[src/rtl/dec2to4_pkg.sv]
// Shared state encoding, one-hot width and counter sizing for the 2-to-4 decoder.
package dec2to4_pkg;

    localparam int unsigned ONEHOT_W = 4;

    typedef enum logic [1:0] {
        StIdle  = 2'd0,
        StDrive = 2'd1,
        StGap   = 2'd2
    } state_e;

    // Width needed to hold the larger of the two reload values, never below 1 bit.
    function automatic int unsigned cnt_width(input int unsigned hold, input int unsigned gap);
        int unsigned m;
        m = (hold > gap) ? hold : gap;
        return (m < 1) ? 1 : $clog2(m + 1);
    endfunction

endpackage

[src/rtl/decoder_2to4_comb.sv]
// Purely combinational 2-bit index to one-hot decode.
module decoder_2to4_comb
    import dec2to4_pkg::*;
(
    input  logic [1:0]          y,
    output logic [ONEHOT_W-1:0] onehot
);

    always_comb begin
        onehot = '0;
        unique case (y)
            2'd0: onehot = 4'b0001;
            2'd1: onehot = 4'b0010;
            2'd2: onehot = 4'b0100;
            2'd3: onehot = 4'b1000;
            default: onehot = '0;
        endcase
    end

endmodule

[src/rtl/decoder_2to4_seq.sv]
// Registered 2-to-4 decoder: accepts {v, y} over valid/ready, holds the one-hot line for HOLD
// cycles, then idles for GAP cycles. Invalid-code counter is built only with DEC2TO4_INVCNT_EN.
module decoder_2to4_seq
    import dec2to4_pkg::*;
#(
    parameter int unsigned HOLD  = 4,
    parameter int unsigned GAP   = 1,
    parameter int unsigned CNT_W = 8
) (
    input  logic                clk,
    input  logic                rst,
    input  logic                in_valid,
    output logic                in_ready,
    input  logic [1:0]          y,
    input  logic                v,
    output logic [ONEHOT_W-1:0] D,
    output logic                busy,
    output logic                done,
    output logic [CNT_W-1:0]    inv_cnt
);

    localparam int unsigned    CntW     = cnt_width(HOLD, GAP);
    localparam logic [CntW-1:0] HoldLoad = CntW'(HOLD - 1);
    localparam logic [CntW-1:0] GapLoad  = CntW'((GAP > 0) ? (GAP - 1) : 0);

    state_e                state_q, state_d;
    logic [CntW-1:0]       cnt_q, cnt_d;
    logic [ONEHOT_W-1:0]   d_q, d_d;
    logic [ONEHOT_W-1:0]   onehot;
    logic                  done_q, done_d;
    logic                  hs;

    decoder_2to4_comb u_comb (
        .y      (y),
        .onehot (onehot)
    );

    assign in_ready = (state_q == StIdle);
    assign busy     = (state_q != StIdle);
    assign hs       = in_valid && in_ready;
    assign D        = d_q;
    assign done     = done_q;

    always_comb begin
        state_d = state_q;
        cnt_d   = cnt_q;
        d_d     = d_q;
        done_d  = 1'b0;
        unique case (state_q)
            StIdle: begin
                if (hs && v) begin
                    state_d = StDrive;
                    d_d     = onehot;
                    cnt_d   = HoldLoad;
                end
            end
            StDrive: begin
                if (cnt_q == '0) begin
                    d_d    = '0;
                    done_d = 1'b1;
                    if (GAP > 0) begin
                        state_d = StGap;
                        cnt_d   = GapLoad;
                    end else begin
                        state_d = StIdle;
                    end
                end else begin
                    cnt_d = cnt_q - CntW'(1);
                end
            end
            StGap: begin
                if (cnt_q == '0) begin
                    state_d = StIdle;
                end else begin
                    cnt_d = cnt_q - CntW'(1);
                end
            end
            default: begin
                state_d = StIdle;
                d_d     = '0;
            end
        endcase
    end

    always_ff @(posedge clk or posedge rst) begin
        if (rst) begin
            state_q <= StIdle;
            cnt_q   <= '0;
            d_q     <= '0;
            done_q  <= 1'b0;
        end else begin
            state_q <= state_d;
            cnt_q   <= cnt_d;
            d_q     <= d_d;
            done_q  <= done_d;
        end
    end

`ifdef DEC2TO4_INVCNT_EN
    logic [CNT_W-1:0] inv_q;

    always_ff @(posedge clk or posedge rst) begin
        if (rst) begin
            inv_q <= '0;
        end else if (hs && !v && (inv_q != '1)) begin
            inv_q <= inv_q + CNT_W'(1);
        end
    end

    assign inv_cnt = inv_q;
`else
    assign inv_cnt = '0;
`endif

endmodule
[config.mk]
export PLATFORM = sky130hd
export DESIGN_NAME = decoder_2to4_seq
export DESIGN_NICKNAME = d
export VERILOG_FILES = /design/src/rtl/dec2to4_pkg.sv /design/src/rtl/decoder_2to4_comb.sv /design/src/rtl/decoder_2to4_seq.sv
export SDC_FILE = /design/constraint.sdc
export NUM_CORES = 1
export LEC_CHECK = 0
export ABC_AREA = 1
export CAP_MARGIN = 20
export CORE_MARGIN = 2
export CORE_UTILIZATION = 44
export CTS_CLUSTER_DIAMETER = 40
export DETAILED_ROUTE_END_ITERATION = 8
export PLACE_DENSITY = 0.77
export SYNTH_ARGS = -nofsm -noshare
export SYNTH_HDL_FRONTEND = slang
export SYNTH_SLANG_ARGS = --single-unit
[constraint.sdc]
create_clock -name clk -period 1.6 [get_ports clk]
set_input_delay 0.32 -clock clk [delete_from_list [all_inputs] [get_ports clk]]
set_output_delay 0.32 -clock clk [all_outputs]
set_load 0.1 [all_outputs]
== After elaboration in Yosys (flattened, before gate mapping) ==
Cells that the tools add are included.
Storage, ports and cells
  logic and storage cells: 39
  RAM bits: 0
  flip-flop bits (word level): 10
  memory bits (read-only): 0
  memories kept: 0
  latch bits: 0
  bits of input ports: 6
Operators by class
  equality and inequality tests: 9
  muxes and demuxes: 14
  $add $sub $neg: 1
  reduce and logical (&&, ||, !) cells: 10
  order comparisons: 0
  bitwise operators: 1
  shift-type cells: 0
  $mul: 0
  div/mod/pow operators: 0
Operators with widths (count)
  $pmux 4 s4: 1
  $pmux 4 s3: 1
  $mux 3: 3
  $pmux 3 s3: 1
  $reduce_and 3->1: 3
  $mux 4: 2
  $eq 2x2->1 const B: 3
  $mux 2: 3
  $ne 2x2->1 const B: 3
  $pmux 2 s3: 1
  $eq 2x1->1 const B: 2
  $logic_not 2->1: 2
  $logic_not 3->1: 1
  $reduce_bool 3->1: 1
  $sub 3x1->3 const B: 1
  $logic_and 1x1->1: 2
  $mux 1: 2
  $ne 2x1->1 const B: 1
  $reduce_bool 2->1: 1
  $not 1->1: 1

== Depth between registers and ports, before layout ==
Gate-level depths: netlist of the first run.
  depth after elaboration: 5
  mapped depth: 9
  depth with buffers taken out: 9

== Hierarchy ==
From an unflattened synthesis of the first run, not the netlist that was laid out.
Unflattened totals
  cell total of the unflattened synthesis: 89
  area total of the unflattened synthesis: 671.9 µm²
By module, submodules not included
  decoder_2to4_seq: instances 1, cells each 82, area each 645.6 µm², sequential area each 250.2 µm²
  decoder_2to4_comb: instances 1, cells each 7, area each 26.3 µm², sequential area each 0.0 µm²

== Worst setup path before layout of the first run ==
No wires, ideal clock.
  path type: reg2reg
  start: reg state_q[0]
  end: reg state_q[0]
  arrival: 2.408 ns
  required time: 1.505 ns
  clock period less this slack: 2.503 ns
  path buffers: 0
  setup slack: -0.903 ns
  stages on the path, launching flop included: 5
  path through: dfrtp_1 -> inv_1 -> ha_1 -> inv_1 -> o21ai_0
On the way
  longest elaborated chain between the ends: 5
  elaborated cells on any way between the ends: 10
  those cells by class: eq/ne: 5; mux: 1; reduce/logical: 4
Ends and longest elaborated chain
  from (decl): line decoder_2to4_seq.sv:26  | state_e state_q, state_d;
  from (signal assigned): line decoder_2to4_seq.sv:87  | state_q <= StIdle;
  from (signal assigned): line decoder_2to4_seq.sv:92  | state_q <= state_d;
  $logic_not 2->1 *: line decoder_2to4_seq.sv:38  | assign in_ready = (state_q == StIdle);
  via in_ready: line decoder_2to4_seq.sv:13  | output logic in_ready,
  $logic_and 1x1->1: line decoder_2to4_seq.sv:40  | assign hs = in_valid && in_ready;
  $logic_and 1x1->1: line decoder_2to4_seq.sv:51  | if (hs && v) begin
  $ne 2x1->1 (no source line)
  $reduce_and 3->1 (no source line)
The timed path passes the listed nets; every way through them passes the cells marked *.
A chain may end at the register's enable or synchronous reset.

== Final worst setup path of the first run ==
  start: reg state_q[1]
  end: out busy
On the way
  longest elaborated chain between the ends: 1
Ends and longest elaborated chain
  $reduce_bool 2->1: line decoder_2to4_seq.sv:39  | assign busy = (state_q != StIdle);
  to (decl): line decoder_2to4_seq.sv:17  | output logic busy,
Every way passes these cells.

==> results of run 1 <==
-- flip-flops by register name, indices dropped and copies added (netlist names) --
| signal | cells |
|---|---|
| cnt_q | 3 |
| state_q | 2 |
| D | 4 |
| done | 1 |
-- cell usage in the layout (no fill, tap or decap) --
cell | netlist | layout
dfrtp_1 | 10 | 10
clkbuf_8 | 0 | 1
nand2_1 | 24 | 24
clkbuf_4 | 0 | 3
nand4_1 | 1 | 1
ha_1 | 6 | 5
ha_4 | 0 | 1
buf_12 | 0 | 7
nand3_1 | 5 | 5
conb_1 | 1 | 8
inv_1 | 13 | 10
inv_2 | 2 | 4
o21ai_0 | 3 | 2
clkdlybuf4s50_1 | 0 | 5
a21boi_0 | 1 | 1
clkinvlp_4 | 0 | 1
nand2_2 | 2 | 2
nor2_1 | 1 | 1
nand3_2 | 2 | 2
o21ai_1 | 4 | 5
buf_4 | 8 | 5
-- what timing repair did --
action | 4_1_cts | 5_1_grt
pin swaps | 1 | 1
endpoints found under the setup margin | 1 | 1
setup buffers | 1 | 4
-- cell families (layout without fill, tap and decap cells) --
group                      after synthesis  in the layout
AOI/OAI and AO/OA                        8              8
adders and majority gates                6              6
and+or+nand+nor                         35             35
buffers and inverters                   23             36
other                                    1              8
DFF                                     10             10
-- area by class of cell --
class / instances / area [um2] / share of cell area
clock buffers: 4 / 36.28 / 0.03984
inverters: 15 / 60.06 / 0.06593
multi-input cells: 57 / 317.8 / 0.3489
flip-flops and latches: 10 / 250.2 / 0.2747
well taps: 15 / 18.77 / 0.02060
repair buffers: 17 / 227.7 / 0.2500
-- worst reg2reg max path: cells and delay by family, from the launching register on --
family	cells	cell delay, ns
and+or+nand+nor	3	0.38
AOI/OAI and AO/OA	1	0.06
adders and majority gates	1	0.19
buffers and inverters	2	0.23
DFF	1	0.42
-- final timing paths --
check,from,cells past startpoint,endpoint,slack [ns]
max,state_q[1],4,busy,0.01
min in group clk,cnt_q[0],2,cnt_q[0],0.49
max reg2reg,state_q[1],7,D[1],0.20
min reg2reg,cnt_q[0],2,cnt_q[0],0.49
min,rst,2,cnt_q[1],0.34
max in group asynchronous,rst,2,state_q[1],0.98
-- routing by layer --
layer / GRT usage / up-vias / part of all wire
met5: 0 / - / 0
met3: 0.05172 / 4 / 0.058
met1: 0.1930 / 225 / 0.44
met4: 0.03750 / 0 / 0.025
met2: 0.2338 / 18 / 0.48
li1: - / 276 / -
-- stage by stage --
stage	utilization	instances
CTS	0.6604	114
detailed placement	0.6276	109
floorplan	-	90
finish	0.6829	118
global placement	0.6276	109
global route	0.6829	118
-- cells in the mapped netlist, drive strengths merged --
cell type / number / share of area
o21ai: 7 / 0.054
nor2: 1 / 0.0058
inv: 15 / 0.087
nand3: 7 / 0.070
dfrtp: 10 / 0.39
a21boi: 1 / 0.012
nand2: 26 / 0.16
conb: 1 / 0.0058
nand4: 1 / 0.0097
buf: 8 / 0.093
ha: 6 / 0.12
==> impl_metrics.toml, run 1 <==
[outcome]
status = "complete, no violations"

[detailed_routing]
vias_per_cell = 4.432
drcViolationCount = 0
route.vias.total = 523
drtAntennaViolNets = 0
drt_iter0_markers = 12
routed_wl_um = 1348
drt_first_pass_iters = 4
wire_per_inst_um = 11.42

[global_routing]
grt_pass1_wl_um = 1980
grtUsageTotal = 0.1482
overflow = 0
grt_pass1_vias = 457
grt_max_degree = 11
antenna_found_initial = 0

[logic_synthesis]
synth_compound_area_frac = 0.06589
syn_area_um2 = 645.6
ys_ff_latch = 10
synthSimpleGateAreaFrac = 0.2442
syn_inst = 83
synth.avg_cell_area_um2 = 7.779
synth-adder-area-share = 0.1163
synth_cell_types = 15
synth_xor_area_frac = 0
synth_seq_area_share = 0.3876
muxShareOfSynthArea = 0
yosys_warnings = 0
synth_top_family_by_area = "simple AND/OR/NAND/NOR gates"

[job]
cap_violations = 0

[worst_setup_path]
critPathKind = "reg -> out"
path_buf_inv = 3
critPathArrivalTime_ns = 1.27
critPathLaunchType = "flip-flop"
cp-end-kind = "output pin"
required_ns = 1.28
crit_family = "flip-flops"
crit_path_cell_trace = "inv_2 -> ha_4 -> clkinvlp_4 -> buf_12"
max_stage_delay_ns = 0.43
slowest_stage = "dfrtp_1"
crit_fanout = 4

[placed_design]
placedInstanceArea_um2 = 837.1
dp_hpwl_um = 958.2
portBuffers = 12
gp_congestion = 0.7550
place_ws_ns = 0.1964

[sta]
slew_violations = 0
fin_hold_ws_ns = 0.3399
setup_ws_ns = 0.01107
setup_viol = 0
finalCritPeriodShare = 0.9931
finalSetupTns_ns = 0
max_clock_freq_mhz = 629.4
rsz0062_at_grt = "true"
skew_ns = 0.002675
final.min_clock_period_ns = 1.589
hold_violations = 0

[clock_network]
cts-htree-levels = 1
root_buffer = "clkbuf_4"
clock_sinks = 10
cts_resized = 0
hold_buffers = 0
clock_path_buffers = 2
cts_buffers = 3
cts_tree = "yes"
clk_pin_slew_ns = 0.08
clk_latency_ns = 0.27

[floorplan]
ios = 21
initial_core_util = 0.4841
die_w_um = 42.31
placementRows = 13
core_um2 = 1334
die_h_um = 42.31
fp.dieArea_um2 = 1790

[cells_and_area]
layout-drive-gt1-share = 0.2524
final_nets = 116
area_delta_synth_final_pct = 41.09
nFillCells = 106
finalInstanceArea_um2 = 910.9
n_antenna_cell = 0

[worst_hold_path]
hp-class = "in -> async"
Power of run 1 is left out: the tool's default activity adds up to more than one toggle a clock period on the data nets, which glitch-free logic cannot reach.
==> inputs of run 2 (changes only) <==
--- a/config.mk
+++ b/config.mk
@@ -12,6 +12,7 @@
 export CTS_CLUSTER_DIAMETER = 40
 export DETAILED_ROUTE_END_ITERATION = 8
 export PLACE_DENSITY = 0.77
+export SETUP_SLACK_MARGIN = 0.4
 export SYNTH_ARGS = -nofsm -noshare
 export SYNTH_HDL_FRONTEND = slang
 export SYNTH_SLANG_ARGS = --single-unit
==> impl_metrics.toml, run 2 (same netlist as run 1, synthesis figures left out) <==
[floorplan]
die_h_um = 42.31
fp.dieArea_um2 = 1790
ios = 21
core_um2 = 1334
die_w_um = 42.31
placementRows = 13
initial_core_util = 0.4841

[detailed_routing]
drt_first_pass_iters = 3
top_layer = "met4"
wire_per_inst_um = 11.32
drcViolationCount = 0
drt-met1-wl_um = 573
dr_wl_met3_um = 67
route.vias.total = 545
drt_iter0_markers = 3
vias_per_cell = 4.467
routed_wl_um = 1381
dr_wl_met2_um = 715
drtAntennaViolNets = 0

[worst_setup_path]
cp-end-kind = "output pin"
critPathArrivalTime_ns = 1.22
crit_fanout = 3
r2r_slack_ns = 0.24
critPathLaunchType = "flip-flop"
required_ns = 1.28
critPathKind = "reg -> out"

[clock_network]
clk_latency_ns = 0.27
cts_tree = "yes"
clock_path_buffers = 2
cts_buffers = 3
root_buffer = "clkbuf_4"
hold_buffers = 0
clock_sinks = 10
clk_pin_slew_ns = 0.06
cts-htree-levels = 1

[job]
cap_violations = 0

[cells_and_area]
final_common_cell = "nand2_1"
final_util = 0.8058
largest_reg_flops = 4
n_antenna_cell = 0
area_delta_synth_final_pct = 66.47
final_cell_mix = "nand2_1 (18), inv_1 (8), conb_1 (8)"
final_nets = 120
layout-drive-gt1-share = 0.4579

[sta]
setup_ws_ns = 0.05659
setup_viol = 0
max_clock_freq_mhz = 647.9
finalSetupTns_ns = 0
slew_violations = 0
final.min_clock_period_ns = 1.543
skew_ns = 0.003179
finalCritPeriodShare = 0.9646
rsz0062_at_grt = "true"
hold_violations = 0

[placed_design]
portBuffers = 12
gp_congestion = 0.7807
place_ws_ns = 0.1831
dp_hpwl_um = 942

[outcome]
status = "complete, no violations"

[global_routing]
grt_pass1_wl_um = 2145
grt_max_degree = 11
overflow = 0
grt_pass1_vias = 518
antenna_found_initial = 0
grtUsageTotal = 0.1658

[worst_hold_path]
hp-class = "in -> async"
[run 2: changes by cell type in the layout (fill, tap and decap cells not counted), moves of 3 or more]
cell	previous run	this run
nand2_4	0	3
nand2_1	24	18
ha_1	5	2
buf_6	0	3
nand3_4	0	3
dfrtp_1	10	5
dfrtp_2	0	5
[run 2: stage by stage]
stage | std cells | cell area, um2 | hold slack (ns)
after floorplan | 90 | 694.4 | 0.1598
after global placement | 109 | 843.3 | 0.4697
after detailed placement | 109 | 843.3 | 0.4684
after CTS | 120 | 991.0 | 0.3338
after global routing | 122 | 1075 | 0.3701
final | 122 | 1075 | 0.3210
[run 2: critical path, cell delays in order (launching register included)]
cell	delay (ns)
dfrtp_1	0.41
inv_2	0.09
ha_4	0.17
clkinvlp_4	0.11
buf_12	0.17
[run 2: path summary, 6_finish.rpt]
path	start	endpoint	cells after the start
max in group asynchronous	rst	D[3]	2
setup reg to reg	state_q[0]	cnt_q[2]	10
hold reg to reg	cnt_q[1]	cnt_q[1]	2
hold / removal	rst	state_q[0]	2
setup / recovery	state_q[1]	busy	4
min in group clk	cnt_q[1]	cnt_q[1]	2
[run 2: area by class of cell]
type | count | area, um2
well taps | 15 | 18.77
clock buffers | 4 | 36.28
multi-input cells | 57 | 431.7
flip-flops and latches | 10 | 256.5
inverters | 15 | 62.56
repair buffers | 21 | 269.0
fillers | 77 | 259.0
[run 2: what timing repair did]
item / in CTS / in global routing
pin swaps: 6 / 9
setup endpoints to repair: 11 / 16
resized for setup: 17 / 14
setup buffers: 7 / 2
[run 2: layer usage]
metal,global-route usage,vias to the layer above
met5,0,-
met4,0.09375,0
met3,0.06466,5
met2,0.2831,11
met1,0.1707,242
li1,-,287
Power of run 2 is left out for the same reason.
